File: config.mk
export PLATFORM = sky130hd
export DESIGN_NAME = maxpool_sched
export DESIGN_NICKNAME = d
export VERILOG_FILES = /design/src/rtl/maxpool_sched.sv
export SDC_FILE = /design/constraint.sdc
export NUM_CORES = 1
export LEC_CHECK = 0
export ABC_AREA = 1
export ABC_CLOCK_PERIOD_IN_PS = 1800
export CAP_MARGIN = 0
export CORE_AREA = 2 2 176 178
export DETAILED_ROUTE_END_ITERATION = 8
export DIE_AREA = 0 0 178 180
export PLACE_DENSITY = 0.59
export SKIP_CTS_REPAIR_TIMING = 1
export SLEW_MARGIN = 20
export SYNTH_ARGS = -nofsm -noshare
export SYNTH_HDL_FRONTEND = slang
export SYNTH_SLANG_ARGS = --single-unit
File: constraint.sdc
create_clock -name clk -period 1.8 [get_ports clk]
set_input_delay 0.27 -clock clk [delete_from_list [all_inputs] [get_ports clk]]
set_output_delay 0.27 -clock clk [all_outputs]
set_load 0.05 [all_outputs]
File: src/rtl/maxpool_sched.sv
// Round-robin scheduler that shares one serial maxpool datapath between NO_SRC streams and tags each result.
// Optional stall watchdog is enabled by defining MAXPOOL_SCHED_WDOG_EN.
module maxpool_sched #(
  parameter int NO_SRC    = 4,
  parameter int NO_CH     = 10,
  parameter int BW_IN     = 12,
  parameter int SER_BW    = 4,
  parameter int MP_LAT    = 3,
  parameter int TAG_DEP   = 4,
  parameter int STALL_MAX = 64
) (
  input  logic                             clk,
  input  logic                             rst,
  input  logic [NO_SRC-1:0]                req_vld,
  input  logic [NO_SRC*NO_CH*SER_BW-1:0]   req_data,
  output logic [NO_SRC-1:0]                req_rdy,
  output logic                             mp_vld_in,
  output logic [NO_CH*SER_BW-1:0]          mp_data_in,
  input  logic                             mp_vld_out,
  input  logic [NO_CH*BW_IN-1:0]           mp_data_out,
  output logic                             out_vld,
  output logic [NO_CH*BW_IN-1:0]           out_data,
  output logic [$clog2(NO_SRC)-1:0]        out_src,
  output logic                             err
);

  localparam int BUF_CYC = 2 * BW_IN / SER_BW;
  localparam int SW      = $clog2(NO_SRC);
  localparam int DW      = NO_CH * SER_BW;
  localparam int CW      = $clog2(BUF_CYC);
  localparam int AW      = $clog2(TAG_DEP);
  localparam logic [AW:0] PTR_ONE = 1;

  if (NO_SRC < 2 || (2 * BW_IN) % SER_BW != 0 || TAG_DEP < MP_LAT / (BUF_CYC + 1) + 2 ||
      STALL_MAX < 1) begin : g_cfg_err
    $error("maxpool_sched: illegal parameter set");
  end

  typedef enum logic {ARB, BURST} state_t;

  state_t          state, state_nxt;
  logic [SW-1:0]   rr_ptr, grant, arb_sel, grant_inc;
  logic            arb_hit;
  logic [CW-1:0]   beat_cnt;
  logic            xfer, last_xfer;
  logic            wdog_trip;

  // Search from rr_ptr upward with wrap; the first requesting source wins.
  always_comb begin : arb_search
    int            idx;
    logic [SW-1:0] idx_s;
    arb_hit = 1'b0;
    arb_sel = '0;
    for (int k = 0; k < NO_SRC; k++) begin
      idx = int'(rr_ptr) + k;
      if (idx >= NO_SRC) idx = idx - NO_SRC;
      idx_s = SW'(idx);
      if (!arb_hit && req_vld[idx_s]) begin
        arb_hit = 1'b1;
        arb_sel = idx_s;
      end
    end
  end

  assign grant_inc = (grant == SW'(NO_SRC - 1)) ? '0 : grant + SW'(1);

  // Handshake: a beat of source i moves on any cycle with req_vld[i] && req_rdy[i];
  // req_rdy is combinational, only the granted source sees it, and it is low in ARB and during rst.
  always_comb begin
    state_nxt  = state;
    req_rdy    = '0;
    mp_vld_in  = 1'b0;
    xfer       = 1'b0;
    last_xfer  = 1'b0;
    mp_data_in = req_data[int'(grant)*DW +: DW];
    if (!rst) begin
      case (state)
        ARB: begin
          if (arb_hit) state_nxt = BURST;
        end
        BURST: begin
          xfer           = req_vld[grant];
          req_rdy[grant] = req_vld[grant];
          mp_vld_in      = req_vld[grant];
          if (xfer && beat_cnt == CW'(BUF_CYC - 1)) begin
            last_xfer = 1'b1;
            state_nxt = ARB;
          end
        end
        default: state_nxt = ARB;
      endcase
    end
  end

  always_ff @(posedge clk) begin
    if (rst) begin
      state    <= ARB;
      rr_ptr   <= '0;
      grant    <= '0;
      beat_cnt <= '0;
    end else begin
      state <= state_nxt;
      if (state == ARB && arb_hit) grant <= arb_sel;
      if (last_xfer) begin
        beat_cnt <= '0;
        rr_ptr   <= grant_inc;
      end else if (xfer) begin
        beat_cnt <= beat_cnt + CW'(1);
      end
    end
  end

  // Tag FIFO: one entry per completed pair, consumed when maxpool emits its result.
  logic [SW-1:0] tag_mem [TAG_DEP];
  logic [AW:0]   wr_ptr, rd_ptr;
  logic          fifo_empty, fifo_full, push, pop;

  assign fifo_empty = (wr_ptr == rd_ptr);
  assign fifo_full  = (wr_ptr[AW] != rd_ptr[AW]) && (wr_ptr[AW-1:0] == rd_ptr[AW-1:0]);
  assign pop        = mp_vld_out && !fifo_empty;
  assign push       = last_xfer && (!fifo_full || pop);

  always_ff @(posedge clk) begin
    if (push) tag_mem[wr_ptr[AW-1:0]] <= grant;
  end

  always_ff @(posedge clk) begin
    if (rst) begin
      wr_ptr   <= '0;
      rd_ptr   <= '0;
      out_vld  <= 1'b0;
      out_data <= '0;
      out_src  <= '0;
      err      <= 1'b0;
    end else begin
      out_vld <= mp_vld_out;
      if (mp_vld_out) begin
        out_data <= mp_data_out;
        out_src  <= fifo_empty ? '0 : tag_mem[rd_ptr[AW-1:0]];
      end
      if (push) wr_ptr <= wr_ptr + PTR_ONE;
      if (pop)  rd_ptr <= rd_ptr + PTR_ONE;
      if ((last_xfer && !push) || (mp_vld_out && fifo_empty) || wdog_trip) err <= 1'b1;
    end
  end

`ifdef MAXPOOL_SCHED_WDOG_EN
  localparam int STW = $clog2(STALL_MAX + 1);
  logic [STW-1:0] stall_cnt;

  // Counts consecutive starved BURST cycles; flags once, the burst itself carries on.
  always_ff @(posedge clk) begin
    if (rst || state != BURST || xfer) begin
      stall_cnt <= '0;
    end else if (stall_cnt != STW'(STALL_MAX)) begin
      stall_cnt <= stall_cnt + STW'(1);
    end
  end

  assign wdog_trip = !rst && (state == BURST) && !xfer && (stall_cnt == STW'(STALL_MAX - 1));
`else
  assign wdog_trip = 1'b0;
`endif

endmodule
* After elaboration in Yosys (flattened, before gate mapping) *
Memory sizes are Yosys's and may differ from the RTL's. A register that Yosys moved wholly into a read port is not among the register bits.
Index checks and enable logic that the tools add are counted.

word-level totals
  register bits = 138
  bits in writable memories = 8
  output and inout bits = 169
  logic and storage cells = 101
  memories kept = 1

operators by class
  add/sub/neg operators = 11
  multipliers = 1
  magnitude comparators = 10
  equality and inequality tests = 5
  shift-type cells = 1
  multiplexer cells = 40
  bitwise logic cells = 2
  reductions and logical operators = 20

memories
  name     depth  width  rd ports  clocked after memory_dff  wr ports  RTL line  text
  tag_mem  4      2      1         1                         1         114       logic [SW-1:0] tag_mem [TAG_DEP];

operators by type and width
  operator               count
  $shiftx A160 B9 Y40    1
  $mux W2                12
  $mux W1                19
  $lt A2 B3 Y1 const B   5
  $logic_and A1 B1 Y1    11
  $bmux W1 S2            5
  $add A3 B1 Y3 const B  3
  $ge A3 B3 Y1 const B   3
  $mux W4                2
  $sub A2 B1 Y2 const B  4
  $add A2 B2 Y3 const B  2
  $logic_not A1 Y1       6
  $mul A2 B3 Y5 const B  1
  $and A4 B4 Y4          1
  $add A2 B1 Y3 const B  1
  $eq A3 B3 Y1           1
  $eq A3 B3 Y1 const B   1
  $ge A2 B3 Y1 const B   1
  $add A2 B1 Y2 const B  1
  $demux W1 S2           1
  $eq A2 B2 Y1           1
  $eq A2 B2 Y1 const B   1
  $ge A2 B1 Y1 const B   1
  $logic_or A1 B1 Y1     2
  other kinds (4)        4

* Longest topological paths before layout *
  depth after elaboration = 16
  gate-level depth with buffers = 11
  gate-level depth less buffers = 11

* Least setup slack after synthesis *
OpenSTA, ideal clock, no wires.

  path kind = reg-to-output
  start = reg grant[0]
  end = out mp_data_in[0]
  arrival = 1.752 ns
  required time = 1.530 ns
  setup slack = -0.222 ns
  stages on the path, launching flop included = 6
  path buffers = 2
  cells stage by stage = dfxtp_1 inv_1 buf_2 clkbuf_1 nor2_1 o22ai_1

between the ends
  cells in the longest elaborated chain, start to end = 2

ends and longest elaborated chain
  item                      RTL line  text
  start: declaration        42        logic [SW-1:0] rr_ptr, grant, arb_sel, grant_inc;
  start signal: assignment  103       if (state == ARB && arb_hit) grant <= arb_sel;
  $mul A2 B3 Y5             75        mp_data_in = req_data[int'(grant)*DW +: DW];
  $shiftx A160 B9 Y40       75
  end: declaration          18        output logic [NO_CH*SER_BW-1:0] mp_data_in,

No other way between the ends.

* Worst setup path in the final report *
  start = reg grant[0]
  end = out req_rdy[2]

between the ends
  cells in the longest elaborated chain, start to end = 7
  elaborated cells between the ends (all ways) = 10
  those cells by class = 2 x order compare; 6 x mux; 1 x bitwise; 1 x reduce/logical

ends and longest elaborated chain
  item                                                                RTL line  text
  $lt A2 B3 Y1 (implied by the code) or $ge A2 B1 Y1 (tied branches)  83        req_rdy[grant] = req_vld[grant];
  $logic_and A1 B1 Y1 (implied by the code)                           83
  $mux W1 (implied by the code)                                       83
  $demux W1 S2                                                        83
  $and A4 B4 Y4 (no line) *                                           -
  $mux W4 *                                                           77        case (state)
  $mux W4 *                                                           76        if (!rst) begin
  end: declaration                                                    16        output logic [NO_SRC-1:0] req_rdy,

Mark *: on every way between the ends. The rest lies on a longest branch, timed or not. The select of a mux whose other input is x is not followed.

==> impl_metrics.json <==
{
  "htreeDepth": 4,
  "critPathKind": "reg2out",
  "cts_root_buf": "clkbuf_16",
  "crit_chain": "buf_6, nand2_2, nand3_2, nand2_2, nand3_2, buf_8, nor2_4, buf_8",
  "fmax_ghz": 0.5094,
  "portBuffers": 455,
  "initial_core_util_pct": 22.22,
  "synthAdderAreaFrac_pct": 2.052,
  "r2r_slack_ns": 0.10,
  "layout_commonest_cell": "nor2_1",
  "hold_depth": 3,
  "worst_path_max_delay_cell": "dfxtp_4",
  "ant_nets": 0,
  "stdcell_area_um2": 13500,
  "synth_mux_area_share_pct": 0,
  "dp_hpwl_um": 23590,
  "antenna_found_initial": 9,
  "rows": 64,
  "required_ns": 1.53,
  "grt_pass1_vias": 8108,
  "synth_seq_cells": 148,
  "vias": 8375,
  "synthSimpleGateAreaFrac_pct": 25.22,
  "violations": "setup timing",
  "r2r-end": "tag_mem[0][1]",
  "r2r-start": "grant[0]",
  "fin_ws_ns": -0.1632,
  "cp.arrival_ns": 1.69,
  "mostFrequentLayoutCells": "nor2_1 (341), clkdlybuf4s50_1 (285), o21ai_0 (141)",
  "globalRouteOverflowTotal": 0,
  "drive_above_1_share_pct": 21.83,
  "finalCriticalPeriod_ns": 1.963,
  "cts_sinks": 148,
  "synth_compound_area_share_pct": 20.78,
  "synth_fp_nets": 1260,
  "reg2reg_depth": 10,
  "hold_start": "mp_vld_out",
  "clockBufferDepth": 2,
  "hold_slack_ns": 0.3309,
  "dieArea_um2": 32040,
  "syn_area_per_cell_um2": 6.973,
  "syn_to_final_growth_pct": 101.3,
  "grt_max_degree": 117,
  "avgRoutedWirePerCell_um": 17.53,
  "critPathMaxFanout": 7,
  "min_to": "out_data[23]",
  "initialDrtViolationCount": 445,
  "tritoncts": "done",
  "finalSetupViolCount": 45,
  "cp_slowest_stage_delay_ns": 0.39,
  "yosysWarnings": 0,
  "finalHoldViolations": 0,
  "drv_cap": 0,
  "drc": 0,
  "cp.depth": 8,
  "powerDensity_nw_per_um2": 801.9,
  "coreArea_um2": 30190,
  "syn_area_um2": 6708,
  "clock_skew_ns": 0.007685,
  "nets": 1729,
  "cts-buffers-inserted": 17,
  "worst_pin_slew_ns": 0.5817,
  "wirelength_um": 32420,
  "drt_first_pass_iters": 5,
  "crit_buf_inv": 3,
  "critPathLaunchType": "register",
  "die_y_um": 180,
  "outcome": "finished with violations",
  "gp_congestion": 0.8212,
  "ys_seq_area_share_pct": 45.36,
  "slew_viol_final": 0,
  "rsz0062_at_grt": "yes",
  "dpl-instance-area_um2": 11930,
  "critPathTopFamily": "buffers and inverters",
  "num_io_pins": 456,
  "fin_crit_sh_pct": 109.1,
  "grt_pass1_wl_um": 44930,
  "dieWidth_um": 178,
  "track_usage_pct": 18.21,
  "vias_per_cell": 4.529,
  "synthXorXnorAreaFrac_pct": 0.3917,
  "leakage_nw": 6.513,
  "synth_cell_types": 25,
  "clk_pin_slew_ns": 0.06,
  "hold_path.class": "in2reg",
  "end_kind": "primary output",
  "ir_worst_vdd_uv": 461.4,
  "synth_top_family_by_area": "simple AND/OR/NAND/NOR gates",
  "clk_latency_ns": 0.42,
  "p_total_mw": 10.83,
  "syn_inst": 962,
  "slew_headroom_pct": 61.22
}
[tightest hold or removal path, delay by kind of cell]
kind,cells,cell delay [ns]
buf+inv,1,0.20
compound gates,1,0.18
simple gates,1,0.04
[how the worst max path moves through the flow]
| stage | end | slack, ns | from |
|---|---|---|---|
| finish | req_rdy[2] | -0.16 | grant[0] |
| global route | req_rdy[2] | -0.22 | grant[0] |
| CTS | mp_data_in[37] | -0.48 | grant[0] |
| detailed placement | tag_mem[2][0] | -0.18 | req_vld[3] |
| global placement | tag_mem[0][0] | -0.14 | req_vld[3] |
| floorplan | mp_data_in[0] | 0.05 | grant[0] |
[state kept, by name, summed over array words and instances (netlist names), 2 cells and up, named ones only]
register and flops:
out_data 120, tag_mem 8, beat_cnt 3, rd_ptr 3
wr_ptr 3, grant 2, out_src 2, rr_ptr 2
[routing by layer]
| layer | wire [um] | global-route usage [%] | vias up | part of all wire [%] |
|---|---|---|---|---|
| met2 | 16740 | 33.69 | 385 | 52 |
| met1 | 10990 | 17.51 | 3807 | 34 |
| met3 | 3055 | 6.345 | 69 | 9.4 |
| li1 | - | - | 4114 | - |
| met5 | 0 | 0 | - | 0 |
| met4 | 1638 | 9.508 | 0 | 5.1 |
[synth_stat cells]
cell / number / area (um2)
a21oi_1: 9 / 45.04
edfxtp_1: 8 / 240.2
inv_1: 25 / 93.84
dfxtp_1: 140 / 2803
nor3_1: 1 / 5.000
nand2_2: 8 / 50.05
nand3_1: 13 / 65.06
or2_1: 1 / 6.260
buf_2: 11 / 55.05
nor2_1: 354 / 1329
ha_1: 11 / 137.6
o32ai_1: 2 / 17.52
nand3_2: 2 / 20.02
nand2_1: 48 / 180.2
nor2_4: 1 / 11.26
nand4_2: 1 / 12.51
o22ai_1: 40 / 250.2
nor2_2: 2 / 12.51
buf_6: 2 / 22.52
xnor2_1: 3 / 26.28
inv_2: 10 / 37.54
o21ai_0: 207 / 1036
buf_4: 1 / 7.510
clkbuf_1: 53 / 198.9
o21ai_1: 9 / 45.04
[area by class of cell]
class / count / area, um2
timing repair buffer: 517 / 5499
sequential: 148 / 3052
tap: 396 / 495.5
multi-input combinational: 712 / 3731
inverter: 35 / 150.1
fill: 3002 / 16690
clock buffer: 20 / 446.7
antenna: 10 / 25.02
clock inverter: 11 / 102.6
[stage by stage]
step / setup slack [ns] / utilization (%) / std cells / setup TNS (ns)
2_1_floorplan: 0.04627 / - / 962 / 0
3_3_place_gp: -0.1354 / 39.51 / 1790 / -1.659
3_5_place_dp: -0.1785 / 39.51 / 1790 / -2.131
4_1_cts: -0.4773 / 41.33 / 1821 / -19.11
5_1_grt: -0.2246 / 44.70 / 1846 / -8.235
6_report: -0.1632 / 44.72 / 1849 / -5.176
[cells by family (layout without fill, tap and decap cells)]
group	Yosys count	count (layout)
DFF	148	148
other	0	10
xor gates and xnor gates	3	3
buffers and inverters	102	583
adders and majority gates	11	11
AOI/OAI and AO/OA	267	267
and+or+nand+nor	431	431
[report_power, final]
group	switching, mW	internal [mW]	total, mW
logic	2.20	1.63	3.83
clock network	1.43	1.94	3.37
registers	0.112	3.52	3.63
total	3.75	7.08	10.8
Note: power is estimated with default switching activity, not from simulation.
